$ cat src/rtl/mem_scan_pkg.sv
// ============================================================================
// Module   : mem_scan_pkg
// Purpose  : Shared types, mode encodings and the fill-pattern helper for the
//            mem_scan_ctrl memory scan initiator.
// Revision : 1.0 - initial release
// ============================================================================
`default_nettype none

package mem_scan_pkg;

  // Scan controller states
  typedef enum logic [2:0] {
    ST_IDLE  = 3'd0,
    ST_WRITE = 3'd1,
    ST_READ  = 3'd2,
    ST_DRAIN = 3'd3,
    ST_DONE  = 3'd4
  } state_t;

  // Operation modes (2'b11 behaves like MODE_BOTH)
  localparam logic [1:0] MODE_FILL   = 2'b00;
  localparam logic [1:0] MODE_VERIFY = 2'b01;
  localparam logic [1:0] MODE_BOTH   = 2'b10;

  // One byte of the fill pattern: low address byte + seed + byte lane, mod 256
  function automatic logic [7:0] pattern_byte(input logic [7:0] addr_lo,
                                              input logic [7:0] seed,
                                              input logic [7:0] idx);
    return addr_lo + seed + idx;
  endfunction

endpackage

`default_nettype wire

$ cat src/rtl/mem_scan_cmp.sv
// ============================================================================
// Module   : mem_scan_cmp
// Purpose  : Registered read-back compare stage with saturating mismatch
//            counter. With MEM_SCAN_ERRLOG_EN defined it also captures the
//            address and data of the first mismatch of a verify pass.
// Revision : 1.0 - initial release
// ============================================================================
`default_nettype none

module mem_scan_cmp #(
  parameter int W      = 1,
  parameter int Addr_W = 8,
  parameter int CNT_W  = 16
) (
  input  logic               clk,
  input  logic               reset,
  input  logic               clear_i,
  input  logic               sample_i,
  input  logic [Addr_W:0]    addr_i,
  input  logic [8*W-1:0]     rd_i,
  input  logic [8*W-1:0]     exp_i,
  output logic [CNT_W-1:0]   err_count_o,
  output logic [Addr_W:0]    first_err_addr_o,
  output logic [8*W-1:0]     first_err_data_o
);

  logic               valid_q;
  logic [8*W-1:0]     rd_q;
  logic [8*W-1:0]     exp_q;
  logic [CNT_W-1:0]   cnt_q;
  logic [CNT_W-1:0]   cnt_d;
  logic               w_mismatch;

  assign w_mismatch  = valid_q && (rd_q != exp_q);
  assign err_count_o = cnt_q;

  // Next count: cleared by an accepted start, otherwise saturating increment
  always_comb begin
    cnt_d = cnt_q;
    if (clear_i) begin
      cnt_d = '0;
    end else if (w_mismatch && (cnt_q != {CNT_W{1'b1}})) begin
      cnt_d = cnt_q + 1'b1;
    end
  end

  // Capture the combinational read data and expected pattern, update count
  always_ff @(posedge clk or posedge reset) begin
    if (reset) begin
      valid_q <= 1'b0;
      rd_q    <= '0;
      exp_q   <= '0;
      cnt_q   <= '0;
    end else begin
      valid_q <= sample_i && !clear_i;
      rd_q    <= rd_i;
      exp_q   <= exp_i;
      cnt_q   <= cnt_d;
    end
  end

`ifdef MEM_SCAN_ERRLOG_EN
  logic [Addr_W:0]    addr_q;
  logic [Addr_W:0]    ferr_addr_q;
  logic [8*W-1:0]     ferr_data_q;

  // Address travels alongside the data so a capture names the right location;
  // the first mismatch is the one seen while the count is still zero
  always_ff @(posedge clk or posedge reset) begin
    if (reset) begin
      addr_q      <= '0;
      ferr_addr_q <= '0;
      ferr_data_q <= '0;
    end else begin
      addr_q <= addr_i;
      if (clear_i) begin
        ferr_addr_q <= '0;
        ferr_data_q <= '0;
      end else if (w_mismatch && (cnt_q == '0)) begin
        ferr_addr_q <= addr_q;
        ferr_data_q <= rd_q;
      end
    end
  end

  assign first_err_addr_o = ferr_addr_q;
  assign first_err_data_o = ferr_data_q;
`else
  logic w_unused_addr;
  assign w_unused_addr    = ^addr_i;
  assign first_err_addr_o = '0;
  assign first_err_data_o = '0;
`endif

endmodule

`default_nettype wire

$ cat src/rtl/mem_scan_ctrl.sv
// ============================================================================
// Module   : mem_scan_ctrl
// Purpose  : Sequential fill / verify initiator for the byte-wide single-port
//            memory. Fills [first..last] with an address+seed pattern, reads
//            it back through a registered compare stage, or both in sequence.
//            Optional first-failure logging: define MEM_SCAN_ERRLOG_EN.
// Revision : 1.0 - initial release
// ============================================================================
`default_nettype none

module mem_scan_ctrl #(
  parameter int W      = 1,
  parameter int Addr_W = 8,
  parameter int CNT_W  = 16
) (
  input  logic               clk,
  input  logic               reset,
  input  logic               inp_start,
  input  logic [1:0]         inp_mode,
  input  logic [Addr_W:0]    inp_first,
  input  logic [Addr_W:0]    inp_last,
  input  logic [7:0]         inp_seed,
  input  logic [8*W-1:0]     inp_read_data,
  output logic [Addr_W:0]    out_address,
  output logic [8*W-1:0]     out_data,
  output logic               out_write_enable,
  output logic               out_busy,
  output logic               out_done,
  output logic [CNT_W-1:0]   out_err_count,
  output logic               out_range_err,
  output logic [Addr_W:0]    out_first_err_addr,
  output logic [8*W-1:0]     out_first_err_data
);

  import mem_scan_pkg::*;

  // Full word pattern for an address: one pattern byte per lane
  function automatic logic [8*W-1:0] pattern_word(input logic [Addr_W:0] a,
                                                  input logic [7:0]      s);
    logic [8*W-1:0] w;
    w = '0;
    for (int i = 0; i < W; i++) begin
      w[8*i +: 8] = pattern_byte(8'(a), s, 8'(i));
    end
    return w;
  endfunction

  state_t           state_q;
  logic [1:0]       mode_q;
  logic [Addr_W:0]  first_q;
  logic [Addr_W:0]  last_q;
  logic [7:0]       seed_q;
  logic [Addr_W:0]  addr_q;
  logic [8*W-1:0]   data_q;
  logic             we_q;
  logic             busy_q;
  logic             done_q;
  logic             range_err_q;

  logic             w_start;
  logic             w_sample;
  logic [Addr_W:0]  w_addr_nxt;
  logic [8*W-1:0]   w_exp;

  assign w_start    = (state_q == ST_IDLE) && inp_start;
  assign w_sample   = (state_q == ST_READ);
  assign w_addr_nxt = addr_q + 1'b1;
  assign w_exp      = pattern_word(addr_q, seed_q);

  // Scan sequencer: latches the command, steps the address, drives the memory
  always_ff @(posedge clk or posedge reset) begin
    if (reset) begin
      state_q     <= ST_IDLE;
      mode_q      <= '0;
      first_q     <= '0;
      last_q      <= '0;
      seed_q      <= '0;
      addr_q      <= '0;
      data_q      <= '0;
      we_q        <= 1'b0;
      busy_q      <= 1'b0;
      done_q      <= 1'b0;
      range_err_q <= 1'b0;
    end else begin
      done_q <= 1'b0;
      unique case (state_q)
        ST_IDLE: begin
          if (inp_start) begin
            mode_q  <= inp_mode;
            first_q <= inp_first;
            last_q  <= inp_last;
            seed_q  <= inp_seed;
            if (inp_first > inp_last) begin
              range_err_q <= 1'b1;
              done_q      <= 1'b1;
              state_q     <= ST_DONE;
            end else begin
              range_err_q <= 1'b0;
              busy_q      <= 1'b1;
              addr_q      <= inp_first;
              if (inp_mode == MODE_VERIFY) begin
                state_q <= ST_READ;
              end else begin
                state_q <= ST_WRITE;
                we_q    <= 1'b1;
                data_q  <= pattern_word(inp_first, inp_seed);
              end
            end
          end
        end
        ST_WRITE: begin
          // Terminate on equality with last so a full-range scan never wraps
          if (addr_q == last_q) begin
            we_q <= 1'b0;
            if (mode_q == MODE_FILL) begin
              busy_q  <= 1'b0;
              done_q  <= 1'b1;
              state_q <= ST_DONE;
            end else begin
              addr_q  <= first_q;
              state_q <= ST_READ;
            end
          end else begin
            addr_q <= w_addr_nxt;
            data_q <= pattern_word(w_addr_nxt, seed_q);
          end
        end
        ST_READ: begin
          if (addr_q == last_q) begin
            state_q <= ST_DRAIN;
          end else begin
            addr_q <= w_addr_nxt;
          end
        end
        ST_DRAIN: begin
          busy_q  <= 1'b0;
          done_q  <= 1'b1;
          state_q <= ST_DONE;
        end
        ST_DONE: begin
          state_q <= ST_IDLE;
        end
        default: begin
          state_q <= ST_IDLE;
        end
      endcase
    end
  end

  mem_scan_cmp #(
    .W      (W),
    .Addr_W (Addr_W),
    .CNT_W  (CNT_W)
  ) u_cmp (
    .clk              (clk),
    .reset            (reset),
    .clear_i          (w_start),
    .sample_i         (w_sample),
    .addr_i           (addr_q),
    .rd_i             (inp_read_data),
    .exp_i            (w_exp),
    .err_count_o      (out_err_count),
    .first_err_addr_o (out_first_err_addr),
    .first_err_data_o (out_first_err_data)
  );

  assign out_address      = addr_q;
  assign out_data         = data_q;
  assign out_write_enable = we_q;
  assign out_busy         = busy_q;
  assign out_done         = done_q;
  assign out_range_err    = range_err_q;

endmodule

`default_nettype wire

$ cat config.mk
export PLATFORM = sky130hd
export DESIGN_NAME = mem_scan_ctrl
export DESIGN_NICKNAME = d
export VERILOG_FILES = /design/src/rtl/mem_scan_pkg.sv /design/src/rtl/mem_scan_cmp.sv /design/src/rtl/mem_scan_ctrl.sv
export SDC_FILE = /design/constraint.sdc
export NUM_CORES = 1
export LEC_CHECK = 0
export ABC_AREA = 1
export CAP_MARGIN = 20
export CORE_MARGIN = 2
export CORE_UTILIZATION = 30
export DETAILED_ROUTE_END_ITERATION = 8
export GPL_TIMING_DRIVEN = 0
export SYNTH_ARGS = -nofsm -noshare
export SYNTH_HDL_FRONTEND = slang
export SYNTH_SLANG_ARGS = --single-unit
$ cat constraint.sdc
create_clock -name clk -period 7.73 [get_ports clk]
set_input_delay 1.1595 -clock clk [delete_from_list [all_inputs] [get_ports clk]]
set_output_delay 1.1595 -clock clk [all_outputs]
set_load 0.01 [all_outputs]
Word level (Yosys, flattened, before mapping)
Cells that the tools add are included.
{"block": "word_totals", "regBits": 85, "out_inout_bits": 54, "word_cells": 89}
{"block": "op_classes", "addsub": 5, "order_cmp": 1, "eq_ne": 16, "n_mux": 35, "n_reduce_logical": 17}
{"cell": "$mux W9", "count": 5}
{"cell": "$mux W16", "count": 2}
{"cell": "$mux W8", "count": 4}
{"cell": "$pmux W9 S3", "count": 1}
{"cell": "$add A8 B8 Y8", "count": 3}
{"cell": "$reduce_and A5 Y1", "count": 4}
{"cell": "$add A16 B1 Y16 const B", "count": 1}
{"cell": "$ne A16 B16 Y1 const B", "count": 1}
{"cell": "$ne A2 B2 Y1 const B", "count": 8}
{"cell": "$pmux W8 S2", "count": 1}
{"cell": "$mux W3", "count": 5}
{"cell": "$mux W1", "count": 12}
{"cell": "$pmux W3 S4", "count": 1}
{"cell": "$add A9 B1 Y9 const B", "count": 1}
{"cell": "$eq A9 B9 Y1", "count": 1}
{"cell": "$gt A9 B9 Y1", "count": 1}
{"cell": "$ne A8 B8 Y1", "count": 1}
{"cell": "$eq A3 B2 Y1 const B", "count": 2}
{"cell": "$pmux W1 S3", "count": 2}
{"cell": "$reduce_bool A3 Y1", "count": 2}
{"cell": "$logic_and A1 B1 Y1", "count": 4}
{"cell": "$reduce_bool A2 Y1", "count": 2}
{"cell": "$eq A3 B1 Y1 const B", "count": 1}
{"cell": "$logic_not A3 Y1", "count": 1}
{"cell": "other kinds (8)", "count": 8}

Logic depth before layout (Yosys ltp)
{"block": "logic_depth", "depth_word": 5, "depth_mapped": 17, "mapped_depth_nobuf": 17}

By module
From an unflattened synthesis, not the netlist that was laid out.
{"block": "hier_totals", "hier_cells": 784, "area_unflattened_um2": 5729.2}
{"module": "mem_scan_ctrl", "instances": 1, "cells_per_inst": 554, "area_each_um2": 3938.8}
{"module": "mem_scan_cmp", "instances": 1, "cells_per_inst": 230, "area_each_um2": 1790.5}

Worst setup path after synthesis
OpenSTA, ideal clock, no wires.
{"block": "synth_path", "path_kind": "input port to flip-flop", "start": "in inp_last[8]", "end": "reg data_q[5], in the netlist out_data[5]", "t_arrival_ps": 2399, "slack_ps": 5215, "stages": 11, "n_path_buf": 0, "path_cell_list": "inv_1 -> ha_1 -> nand2_1 -> nor2_1 -> nand4_1 -> nand3_1 -> nand2_1 -> nor2_8 -> inv_2 -> nand2_1 -> nand2_1"}
{"block": "synth_between", "elab_chain_len": 3}
{"element": "start, declared", "line": "mem_scan_ctrl.sv:21", "source": "input logic [Addr_W:0] inp_last,"}
{"element": "$gt A9 B9 Y1", "line": "mem_scan_ctrl.sv:93", "source": "if (inp_first > inp_last) begin"}
{"element": "$ne A2 B2 Y1 (no source line)"}
{"element": "$reduce_and A5 Y1 (no source line)"}
{"element": "end signal, assigned", "line": "mem_scan_ctrl.sv:106", "source": "data_q <= pattern_word(inp_first, inp_seed);"}
{"element": "end signal, assigned", "line": "mem_scan_ctrl.sv:125", "source": "data_q <= pattern_word(w_addr_nxt, seed_q);"}
{"element": "end, declared", "line": "mem_scan_ctrl.sv:54", "source": "logic [8*W-1:0] data_q;"}
Every way passes these cells.
A chain may end at the register's enable or synchronous reset.

Worst setup path in the final report
{"block": "layout_path", "start": "in inp_first[7]", "end": "reg addr_q[7], in the netlist out_address[7]"}
{"block": "layout_between", "elab_chain_len": 3}
{"element": "start, declared", "line": "mem_scan_ctrl.sv:20", "source": "input logic [Addr_W:0] inp_first,"}
{"element": "$gt A9 B9 Y1 / $mux W9 (equally long branches)", "line": "mem_scan_ctrl.sv:93"}
{"element": "$ne A2 B2 Y1 (no source line) / $mux W9 (equally long branches)"}
{"element": "$reduce_and A5 Y1 (no source line) / $pmux W9 S3 (equally long branches)"}
{"element": "end signal, assigned", "line": "mem_scan_ctrl.sv:100", "source": "addr_q <= inp_first;"}
{"element": "end signal, assigned", "line": "mem_scan_ctrl.sv:120", "source": "addr_q <= first_q;"}
{"element": "end signal, assigned", "line": "mem_scan_ctrl.sv:124", "source": "addr_q <= w_addr_nxt;"}
{"element": "end, declared", "line": "mem_scan_ctrl.sv:53", "source": "logic [Addr_W:0] addr_q;"}
Parallel ways exist; a longest one is shown, timed or not. The select of a mux whose other input is x is not followed.

==> metrics <==
status=completed; first-pass GRT wire length=23200 um; Final ANT Viol Nets=0; Leakage=0.00354 uW; sequential share of the synthesized area=38.9%; Worst Setup Slack, final=4.61 ns; post-synthesis instance total=716; worst reg2reg setup slack=5.33 ns; Slew headroom=54.5%; Worst-Skew Late Latency=0.35 ns; vias=4734; Core ar.=17900 um^2; die height=139 um; Total Neg Setup Slack=0 ns; Post-Syn Area per Cell=7.63 um^2; CTS tree=yes; Worst IR Drop VDD=0.142 mV; number of flops mapped to enable cells by yosys=0; Synth Flop Type=dfrtp_1; Place WS=4.24 ns; Final Wtd Congestion=0.868; #FFs+latches synth=85; reg2reg end=out_data[7]; FF-to-FF path depth=17; worst hold path type=flop to flop; pin count of the biggest net entering global routing=69; number of setup buffers added after CTS=0; synth warn=0; I/O Buffers=75; commonest non-fill, non-tap cell in the layout=nand2_1; Max Clock Freq=320 MHz; Final Max Tran Viols=0; clk_skew=0.00624 ns; period utilisation layout=40.4%; Area Overhead vs Synth=26.6%; min cycle time layout=3.12 ns; vias in the first global route=4457; TritonRoute pass-1 iters=5; CTS Hold Bufs=0; most frequent cells in the layout=nand2_1 (250), dfrtp_1 (85), clkdlybuf4s50_1 (75), inv_1 (65), nand3_1 (53); CP max FO=9; hold depth=2; via/cell ratio=4.50; fin nets=893; Arr. time, crit path=3.41 ns; post_cts resized=0; GRT Residual Overflow=0; r2r startpoint=out_address[1]; CTS Buf Count=9; Clock transition at path regs=0.06 ns; number of antenna violations at the first check in global routing=0; clk sinks=85; clock tree root buffer cell=clkbuf_16; Final Hold Fails=0; post-synthesis cell type count=41; mapped cell area=5470 um^2; crit start category=input port; htree depth=3; kind of critical path=input port to flop; Die W=139 um; # DRC=0; max cap viols=0; Final setup viols=0; Hold Path End=first_q[2]; Detail Placement HPWL=11100 um; worst path required time=8.02 ns; pwr dens=391 nW/um^2; share of cells above drive strength 1=8.50%; RSZ-0062 raised after global routing=no; ys async rst share=100%; final wirelength=14200 um; die area=19300 um^2; Ports=93; total track usage=15.1%; Rows=49; Clock Tree Buf Depth=2; drt first-iter violations=273; starting density of the core=30.5%; wire length per cell=13.5 um; critical path endpoint category=flop; Antenna Cells=0; Slew @ Worst Pin=0.682 ns; hold path startpoint=first_q[2]
[routing by layer]
layer | vias up | share of wire (%) | track usage [%]
met1 | 2153 | 50 | 21.2
met5 | - | 0 | 0
met2 | 108 | 44 | 23.5
met4 | 0 | 1.6 | 4.84
li1 | 2458 | - | -
met3 | 15 | 4.1 | 2.73
[synthesized netlist by cell type, drive strengths merged, types with 3 or more instances]
| master | number | share of area, % |
|---|---|---|
| nor3 | 8 | 0.82 |
| inv | 73 | 5.0 |
| buf | 23 | 3.1 |
| o21ai | 30 | 3.0 |
| or2 | 4 | 0.46 |
| a31oi | 4 | 0.46 |
| dfrtp | 85 | 39 |
| nand2 | 258 | 18 |
| nand4 | 16 | 1.9 |
| clkbuf | 7 | 0.50 |
| a21oi | 20 | 1.8 |
| xnor2 | 15 | 2.4 |
| ha | 32 | 7.3 |
| fa | 3 | 1.1 |
| nor2 | 47 | 4.1 |
| xor2 | 28 | 4.5 |
| a21o | 3 | 0.41 |
| nand3 | 53 | 4.9 |
[metrics by stage]
| step | utilization (%) | instance area (um^2) | instances | power (uW) | hold WS, ns |
|---|---|---|---|---|---|
| final | 38.6 | 6920 | 1053 | 2700 | 0.473 |
| after global routing | 38.6 | 6920 | 1053 | 2940 | 0.498 |
| after CTS | 38.6 | 6920 | 1053 | 2730 | 0.476 |
| after detailed placement | 36.8 | 6590 | 1037 | 2240 | 0.459 |
| after global placement | 36.7 | 6560 | 1036 | 2230 | 0.455 |
| after floorplan | - | 5530 | 732 | 1760 | 0.442 |
[worst max-delay path, cell delays in order]
cell,delay (ns)
clkdlybuf4s50_1,0.52
ha_1,0.34
nand2_1,0.07
nor2_1,0.29
nand4_1,0.13
nand3_1,0.14
nand3_1,0.15
inv_1,0.11
nor2_1,0.04
nand2_1,0.28
nand2_1,0.09
nand2_1,0.08
[layout make-up]
cell class                 count  area, um^2
fill                        1860       11000
tap                          229         287
clock inverter                 7        98.8
timing repair buffer          76         778
multi-input combinational    544        2930
inverter                      73         277
clock buffer                   9         225
sequential                    85        2130
buffer                        30         198
[state kept, by name, indices dropped and copies added (netlist names)]
register	cells
first_q	9
seed_q	8
out_write_enable	1
mode_q	2
out_data	8
out_done	1
out_busy	1
u_cmp.err_count_o	16
u_cmp.exp_q	8
out_address	9
u_cmp.rd_q	8
out_range_err	1
u_cmp.valid_q	1
state_q	3
last_q	9
[cells by family (layout without fill, tap and decap cells)]
kind of cell             Yosys count  in the layout  share of synthesized area [%]
AO/OA/AOI/OAI                     61             61                           6.23
other                              1             17                         0.0686
adder cells (fa/ha/maj)           35             35                           8.42
XOR/XNOR                          43             43                           6.89
AND/OR/NAND/NOR                  388            388                           30.8
flip-flops                        85             85                           38.9
buffers and inverters            103            195                           8.63
[where the power goes]
part	switching, uW	internal (uW)
logic	848	580
clock network	190	285
registers	167	634
[worst max-delay path by stage]
stage                     cells after the start              to    startpoint  slack (ns)
after floorplan                               1      first_q[0]         reset        4.38
after detailed placement                     11     out_data[7]  inp_first[7]        4.24
after global routing                         12  out_address[2]   inp_last[8]        4.45
after global placement                        2     out_data[7]         reset        2.88
after CTS                                    10  out_address[7]  inp_first[7]        4.60
final                                        12  out_address[7]  inp_first[7]        4.61
(Power assumes the default switching activity.)
